$ cat config.mk
export PLATFORM = sky130hd
export DESIGN_NAME = multi_bit_adder_flat
export DESIGN_NICKNAME = d
export VERILOG_FILES = /design/src/rtl/multi_bit_adder_if.sv /design/src/rtl/multi_bit_adder.sv /design/src/flat_wrapper.sv
export SDC_FILE = /design/constraint.sdc
export NUM_CORES = 1
export LEC_CHECK = 0
export CAP_MARGIN = 25
export CORE_MARGIN = 4
export CORE_UTILIZATION = 41
export DETAILED_ROUTE_END_ITERATION = 6
export HOLD_SLACK_MARGIN = 0.08
export PLACE_DENSITY = 0.8
export SLEW_MARGIN = 5
export SYNTH_ARGS = -nofsm -noshare
export SYNTH_HDL_FRONTEND = slang
export SYNTH_SLANG_ARGS = --single-unit
$ cat constraint.sdc
create_clock -name CLK -period 0.8 [get_ports CLK]
set_clock_uncertainty 0.15 [all_clocks]
set_input_delay 0.16 -clock CLK [delete_from_list [all_inputs] [get_ports CLK]]
set_output_delay 0.16 -clock CLK [all_outputs]
set_load 0.02 [all_outputs]
$ cat src/rtl/multi_bit_adder_if.sv
// Operand/result bundle for multi_bit_adder: the driver owns A/B/C and the adder owns F.
interface multi_bit_adder_if #(
   parameter int WIDTH = 16
);
   logic [WIDTH-1:0] A;
   logic [WIDTH-1:0] B;
   logic             C;
   logic [WIDTH:0]   F;

   modport master (
      output A,
      output B,
      output C,
      input  F
   );

   modport slave (
      input  A,
      input  B,
      input  C,
      output F
   );
endinterface

$ cat src/rtl/multi_bit_adder.sv
// Registered unsigned adder F = A + B + C built from rippled 4-bit carry-lookahead groups.
module multi_bit_adder #(
   parameter int WIDTH = 16
) (
   input  logic            CLK,
   input  logic            RST,
   multi_bit_adder_if.slave bus
);
   localparam int NGRP = WIDTH / 4;

   if ((WIDTH % 4) != 0 || WIDTH < 4) begin : g_bad_width
      $error("multi_bit_adder: WIDTH must be a multiple of 4 and at least 4");
   end

   logic [WIDTH-1:0] sum_w;
   logic             carry_out;

   // Each group resolves its four carries in closed form; only group carries ripple.
   for (genvar k = 0; k < NGRP; k++) begin : g_grp
      logic [3:0] g;
      logic [3:0] p;
      logic [3:0] c;
      logic       cin;
      logic       cout;

      if (k == 0) begin : g_first
         assign cin = bus.C;
      end else begin : g_next
         assign cin = g_grp[k-1].cout;
      end

      assign g = bus.A[4*k +: 4] & bus.B[4*k +: 4];
      assign p = bus.A[4*k +: 4] ^ bus.B[4*k +: 4];

      assign c[0] = cin;
      assign c[1] = g[0] | (p[0] & cin);
      assign c[2] = g[1] | (p[1] & g[0]) | (p[1] & p[0] & cin);
      assign c[3] = g[2] | (p[2] & g[1]) | (p[2] & p[1] & g[0])
                  | (p[2] & p[1] & p[0] & cin);
      assign cout = g[3] | (p[3] & g[2]) | (p[3] & p[2] & g[1])
                  | (p[3] & p[2] & p[1] & g[0])
                  | (p[3] & p[2] & p[1] & p[0] & cin);

      assign sum_w[4*k +: 4] = p ^ c;
   end

   assign carry_out = g_grp[NGRP-1].cout;

   always_ff @(posedge CLK or posedge RST) begin
      if (RST) begin
         bus.F <= '0;
      end else begin
         bus.F <= {carry_out, sum_w};
      end
   end
endmodule

$ cat src/flat_wrapper.sv
// flat-port wrapper written by rule: the top's interface ports become plain ports
module multi_bit_adder_flat 
#(
   parameter int WIDTH = 16
)
  (CLK, RST, bus_A, bus_B, bus_C, bus_F);
  multi_bit_adder_if #(.WIDTH(WIDTH)) bus_i ();
  input  logic CLK;
  input  logic RST;
  input wire logic [$bits(bus_i.A)-1:0] bus_A;
  input wire logic [$bits(bus_i.B)-1:0] bus_B;
  input wire logic [$bits(bus_i.C)-1:0] bus_C;
  output wire logic [$bits(bus_i.F)-1:0] bus_F;
  assign bus_i.A = bus_A;
  assign bus_i.B = bus_B;
  assign bus_i.C = bus_C;
  assign bus_F = bus_i.F;
  multi_bit_adder #(.WIDTH(WIDTH)) u_core (.CLK(CLK), .RST(RST), .bus(bus_i));
endmodule
## After elaboration in Yosys (flattened, before gate mapping)

Cells that the tools add are included.
W data, S select, Z words.

- Bitwise operators: 116

Operator list:

| kind | count |
|---|---|
| $and A1 B1 Y1 | 64 |
| $or A1 B1 Y1 | 40 |
| $xor A4 B4 Y4 | 8 |
| $and A4 B4 Y4 | 4 |

- Register bits after elaboration: 17
- Logic and storage cells: 117

## Depth between registers and ports, before layout

- Depth in word-level cells: 13
- Mapped depth: 8
- Depth with buffers taken out: 8

## Worst setup path after synthesis

OpenSTA, ideal clock, no wires.

- Kind: input to register
- From: input bus_B[3]
- To: register u_core.bus.F[9]
- Path slack: -1.266 ns
- Required time: 0.523 ns
- Path buffers: 0
- Arrival time: 1.788 ns
- Stages on the path: 8
- Cells stage by stage: ha_1 -> a21oi_1 -> nand2_1 -> or2_2 -> a21oi_1 -> inv_1 -> fa_1 -> xor2_1

- Cells in the longest elaborated chain, start to end: 11
- Elaborated cells on any way between the ends: 18

RTL lines:

| element | line | text |
|---|---|---|
| from (decl) | flat_wrapper.sv:11 | `input wire logic [$bits(bus_i.B)-1:0] bus_B;` |
| $xor A4 B4 Y4 | multi_bit_adder.sv:33 | `assign p = bus.A[4*k +: 4] ^ bus.B[4*k +: 4];` |
| $and A1 B1 Y1, on equally long branches | multi_bit_adder.sv:40, multi_bit_adder.sv:41, multi_bit_adder.sv:42 |  |
| $or A1 B1 Y1 (tied with other cells) (2 in series) | multi_bit_adder.sv:40 | `assign cout = g[3] \| (p[3] & g[2]) \| (p[3] & p[2] & g[1])` |
| $or A1 B1 Y1 / $and A1 B1 Y1 (equally long branches) | multi_bit_adder.sv:41, multi_bit_adder.sv:42 |  |
| $or A1 B1 Y1 * | multi_bit_adder.sv:42 | `\| (p[3] & p[2] & p[1] & p[0] & cin);` |
| $and A1 B1 Y1 * | multi_bit_adder.sv:42 |  |
| $or A1 B1 Y1 * | multi_bit_adder.sv:42 |  |
| $and A1 B1 Y1 * | multi_bit_adder.sv:36 | `assign c[1] = g[0] \| (p[0] & cin);` |
| $or A1 B1 Y1 * | multi_bit_adder.sv:36 |  |
| $xor A4 B4 Y4 * | multi_bit_adder.sv:44 | `assign sum_w[4*k +: 4] = p ^ c;` |
| named net u_core.sum_w[9] | multi_bit_adder.sv:15 | `logic [WIDTH-1:0] sum_w;` |
| to (signal assigned) | multi_bit_adder.sv:53 | `bus.F <= {carry_out, sum_w};` |
| to (decl) | multi_bit_adder_if.sv:21 | `output F` |

The timed path passes the listed nets; every way through them passes the cells marked *.

## Final worst setup path

- From: input bus_B[4]
- To: register u_core.bus.F[14]

- Cells in the longest elaborated chain, start to end: 9
- Elaborated cells on any way between the ends: 12

RTL lines:

| element | line | text |
|---|---|---|
| $and A4 B4 Y4 / $xor A4 B4 Y4 (equally long branches) | multi_bit_adder.sv:32, multi_bit_adder.sv:33 |  |
| $and A1 B1 Y1, on equally long branches | multi_bit_adder.sv:41, multi_bit_adder.sv:42 |  |
| $or A1 B1 Y1 / $and A1 B1 Y1 (equally long branches) | multi_bit_adder.sv:41, multi_bit_adder.sv:42 |  |
| $or A1 B1 Y1 * | multi_bit_adder.sv:42 |  |
| $and A1 B1 Y1 * | multi_bit_adder.sv:42 |  |
| $or A1 B1 Y1 * | multi_bit_adder.sv:42 |  |
| $and A1 B1 Y1 * | multi_bit_adder.sv:37 | `assign c[2] = g[1] \| (p[1] & g[0]) \| (p[1] & p[0] & cin);` |
| $or A1 B1 Y1 * | multi_bit_adder.sv:37 |  |
| $xor A4 B4 Y4 * | multi_bit_adder.sv:44 |  |
| named net u_core.sum_w[14] | multi_bit_adder.sv:15 |  |

Marks and branches as above.

==> results summary <==
The flow ran to the end, but the final reports show violations. The final reports fail on setup timing. Synthesis inferred 17 register bits.

The worst hold slack across all endpoints is 0.0510 ns. The clock drives 17 sinks. The maximum cell stage delay along the critical path is 0.41 ns. The iteration count of the initial detailed-routing pass is 4. The part of the power in registers came out at 0.306. The final cell area excluding filler cells came out at between 2000 and 2500 um^2. Of the cells placed in the final design, the portion with a size suffix greater than 1 is 0.649. The final-report hold violation count is 0.

The count of nets left with antenna violations once routing finished came out at 0. The number of flip-flops under the largest register name is 17. The basic-gate share of the synthesized area counting and, or, nand and nor cells came out at 0.107. The time the worst path needs with I/O delays and setup came out at 1.98 ns. The internal power is approximately 2.4 mW.

The via total after detailed routing is 1209. The signal on the critical path passes through buf_2, ha_2, and4_4, o21ai_4, a221oi_4, buf_4, mux2i_2, xor2_1. The reported max-cap violation count is 0. By instance count, the leading cell after synthesis is sky130_fd_sc_hd__dfrtp_1. The critical path startpoint category is an input pin. The initial antenna violation count was 0. The relative max-transition margin is 0.719. The buffering stage count on the worst path with inverters included is 2. The total leakage power is approximately 1.1 nW.

The routed length on met2 is 2710 um. Of the total synthesized cell area, the portion taken by full adders, half adders and majority gates is 0.251. Detailed placement ended at an HPWL of 2580 um.

The number of buffers inserted by port buffering came out at 51. The portion of synthesized cell area occupied by the leading cell type is 0.382. The number of clock buffers inserted by TritonCTS came out at 3. The cell type of the slowest stage on the worst timing path is sky130_fd_sc_hd__a221oi_4. The transition time at the pin with the least slew margin is 0.422 ns. The final worst-path cycle share is 2.47. The post-synthesis instance area came out at 1110 um^2.

The required time at the endpoint of the critical path came out at around 0.88 ns. In this run the count of I/O pins placed on the die edge is 52. The first global-routing pass estimated 6220 um of wire. The final wirelength is approximately 5000 um. The synthesized-area fraction occupied by xor and xnor cells came out at 0.0864. The number of synthesized flops with an enable pin came out at 0. The total placed instance area came out at roughly 2000 um^2. Entering global routing, the biggest net connects 18 pins. The cell row count is 18.

By startpoint and endpoint, the worst setup path is classified as input pin to flip-flop. The mean routed wirelength per cell is around 23 um. The clock-pin slew reported for the worst setup and hold paths after clock tree synthesis came out at approximately 0.11 ns.

The share of the yosys chip area belonging to registers is 0.382. The portion of total power attributed to the clock network came out at 0.135. The length of routed wiring on met1 came out at 1860 um. Measured on the finished design, the core utilization comes to 0.914.

The die boundary height is 60.1 um. The die covers 3620 um^2. The uppermost layer routed is met4.

The amount of wire on met3 after detailed routing is approximately 240 um. The largest registers in the layout are u_core.bus.F (17). Of all cell types, the one taking the most synthesized area is sky130_fd_sc_hd__dfrtp_1.

Fill cells in the final layout number 98. Based on the critical path, the design can be clocked at up to 0.506 GHz. The worst setup margin is -1.18 ns. The number of placed instances, taps included, is 205. The area occupied by multi-input gates is 986 um^2. The starting utilization of the core area is 0.438. The complex-gate fraction of the synthesized area is 0.136. The detailed-route vias per instance came out at 5.47.

The per-instance average area after synthesis came out at 11.5 um^2. The number of buffers on the longest clock path came out at 2. The antenna diode count came out at 0. The synthesis-to-layout area growth is 109%. The number of global-route vias before repair is 1305. In the post-synthesis netlist, the biggest area contributors are sky130_fd_sc_hd__dfrtp_1, sky130_fd_sc_hd__ha_1, sky130_fd_sc_hd__fa_1, sky130_fd_sc_hd__xor2_1, sky130_fd_sc_hd__xnor2_1. The unique cell type count in the Yosys netlist came out at 30.

The routability congestion estimate from global placement came out at 0.724. The relative contribution of combinational cells to total power came out at 0.559. The number of DRC violations after detailed-routing iteration 0 came out at 40.

The number of nets at the end of the flow is between 200 and 250. The final number of max-transition violations came out at 0. Setup repair after global routing could not meet its margin everywhere.

Setup violations remaining at the end of the flow were counted as 33. The power density over cell area is 1620 nW/um^2. The async set or reset register ratio after synthesis came out at 1.00. The Yosys step of the flow raised 0 warnings. The post-synth net total came out at 152. The setup TNS came out at -18.78 ns. The placeable core region came out at 2540 um^2. The worst voltage drop across the vdd grid is around 1.5 mV. In the synthesized netlist, the cells that appear most often are sky130_fd_sc_hd__dfrtp_1, sky130_fd_sc_hd__ha_1, sky130_fd_sc_hd__xor2_1.

In this run the worst path has a maximum fanout of 4. Across every metal layer, demand over resource in global routing totals 0.238. The CTS tree is built. Data arrives at the worst endpoint at 2.06 ns. STA classifies the critical path endpoint as a flip-flop. Ranked by flip-flop count, first place goes to u_core.bus.F. In this run the clock root is driven by a sky130_fd_sc_hd__clkbuf_4. The switching part of the total power came out at 0.371. The residual overflow from global routing is 0.

The gate count of the mapped netlist is 97. The min-delay analysis places its worst path in the category input pin to asynchronous set/reset pin. After synthesis, the share of cell area in mux cells is 0.0180. The dominant combinational cell family by area after synthesis is adder cells.

Excluding fillers, the count of instances in the completed layout stands at 221. The width of the die is 60.1 um. For this design the total switching power over the nets is 1.39 mW. The H-tree level count is 1. The cell family contributing the most delay on the critical path is compound AO/OA/AOI/OAI gates. The area occupied by registers came out at 425 um^2. The DRC violations left is 0. The primary flip-flop cell chosen by synthesis mapping is sky130_fd_sc_hd__dfrtp_1.
-- stage by stage --
stage          setup slack, ns  power, mW
4_1_cts                  -1.01       3.50
3_5_place_dp             -1.83       2.74
2_1_floorplan            -1.15       1.87
3_3_place_gp             -1.77       2.67
6_report                 -1.18       3.76
5_1_grt                  -1.18       3.91
-- path summary, 6_finish.rpt --
check                                    to      from  slack, ns  cells after the start
max in group asynchronous   u_core.bus.F[5]       RST       0.32                      3
min in group CLK            u_core.bus.F[0]  bus_A[0]       0.13                      4
max                        u_core.bus.F[14]  bus_B[4]      -1.18                      8
min                        u_core.bus.F[12]       RST       0.05                      3
-- logic make-up (layout without fill, tap and decap cells) --
logic type      count (synthesis)  count (layout)
fa+ha+maj                      20              20
mux                             2               2
buf+inv                         6             100
flops                          17              17
compound gates                 21              21
simple gates                   20              20
xor+xnor                       11              11
-- power groups by stage --
stage | Sequential (mW) | Clock (mW) | Combinational (mW)
after global routing | 1.17 | 0.542 | 2.20
after CTS | 1.14 | 0.484 | 1.88
after floorplan | 1.35 | 0 | 0.516
after global placement | 1.11 | 0 | 1.57
final | 1.15 | 0.509 | 2.10
after detailed placement | 1.12 | 0 | 1.62
-- cell type report --
| cell class | instances | share of cell area |
|---|---|---|
| multi-input combinational | 74 | 0.424 |
| timing repair buffer | 90 | 0.352 |
| sequential | 17 | 0.183 |
| tap | 30 | 0.0161 |
| inverter | 6 | 0.0140 |
| clock buffer | 4 | 0.0113 |
-- cell usage in the layout (no fill, tap or decap), types with 4 or more instances in the layout --
master / Yosys / layout
sky130_fd_sc_hd__a21oi_4: 0 / 4
sky130_fd_sc_hd__buf_2: 0 / 12
sky130_fd_sc_hd__buf_4: 0 / 32
sky130_fd_sc_hd__buf_6: 0 / 27
sky130_fd_sc_hd__clkdlybuf4s50_1: 0 / 10
sky130_fd_sc_hd__dfrtp_1: 17 / 17
sky130_fd_sc_hd__fa_2: 0 / 4
sky130_fd_sc_hd__ha_1: 16 / 4
sky130_fd_sc_hd__ha_4: 0 / 10
sky130_fd_sc_hd__nor2_1: 6 / 4
sky130_fd_sc_hd__xor2_1: 7 / 7
-- routing by layer --
| metal | global-route usage | vias up |
|---|---|---|
| met3 | 0.0410 | 16 |
| met4 | 0.0791 | 0 |
| met2 | 0.460 | 58 |
| met5 | 0 | - |
| met1 | 0.254 | 599 |
| li1 | - | 536 |
-- timing repair --
| item | CTS | global route |
|---|---|---|
| cloned | 0 | 0 |
| setup endpoints to repair | 34 | 33 |
| gates resized for setup | 232 | 12 |
| hold endpoints to repair | 17 | 17 |
| buffers inserted | 11 | 5 |
| pin swaps | 38 | 15 |
No activity file was read; power rests on OpenSTA's default activity.
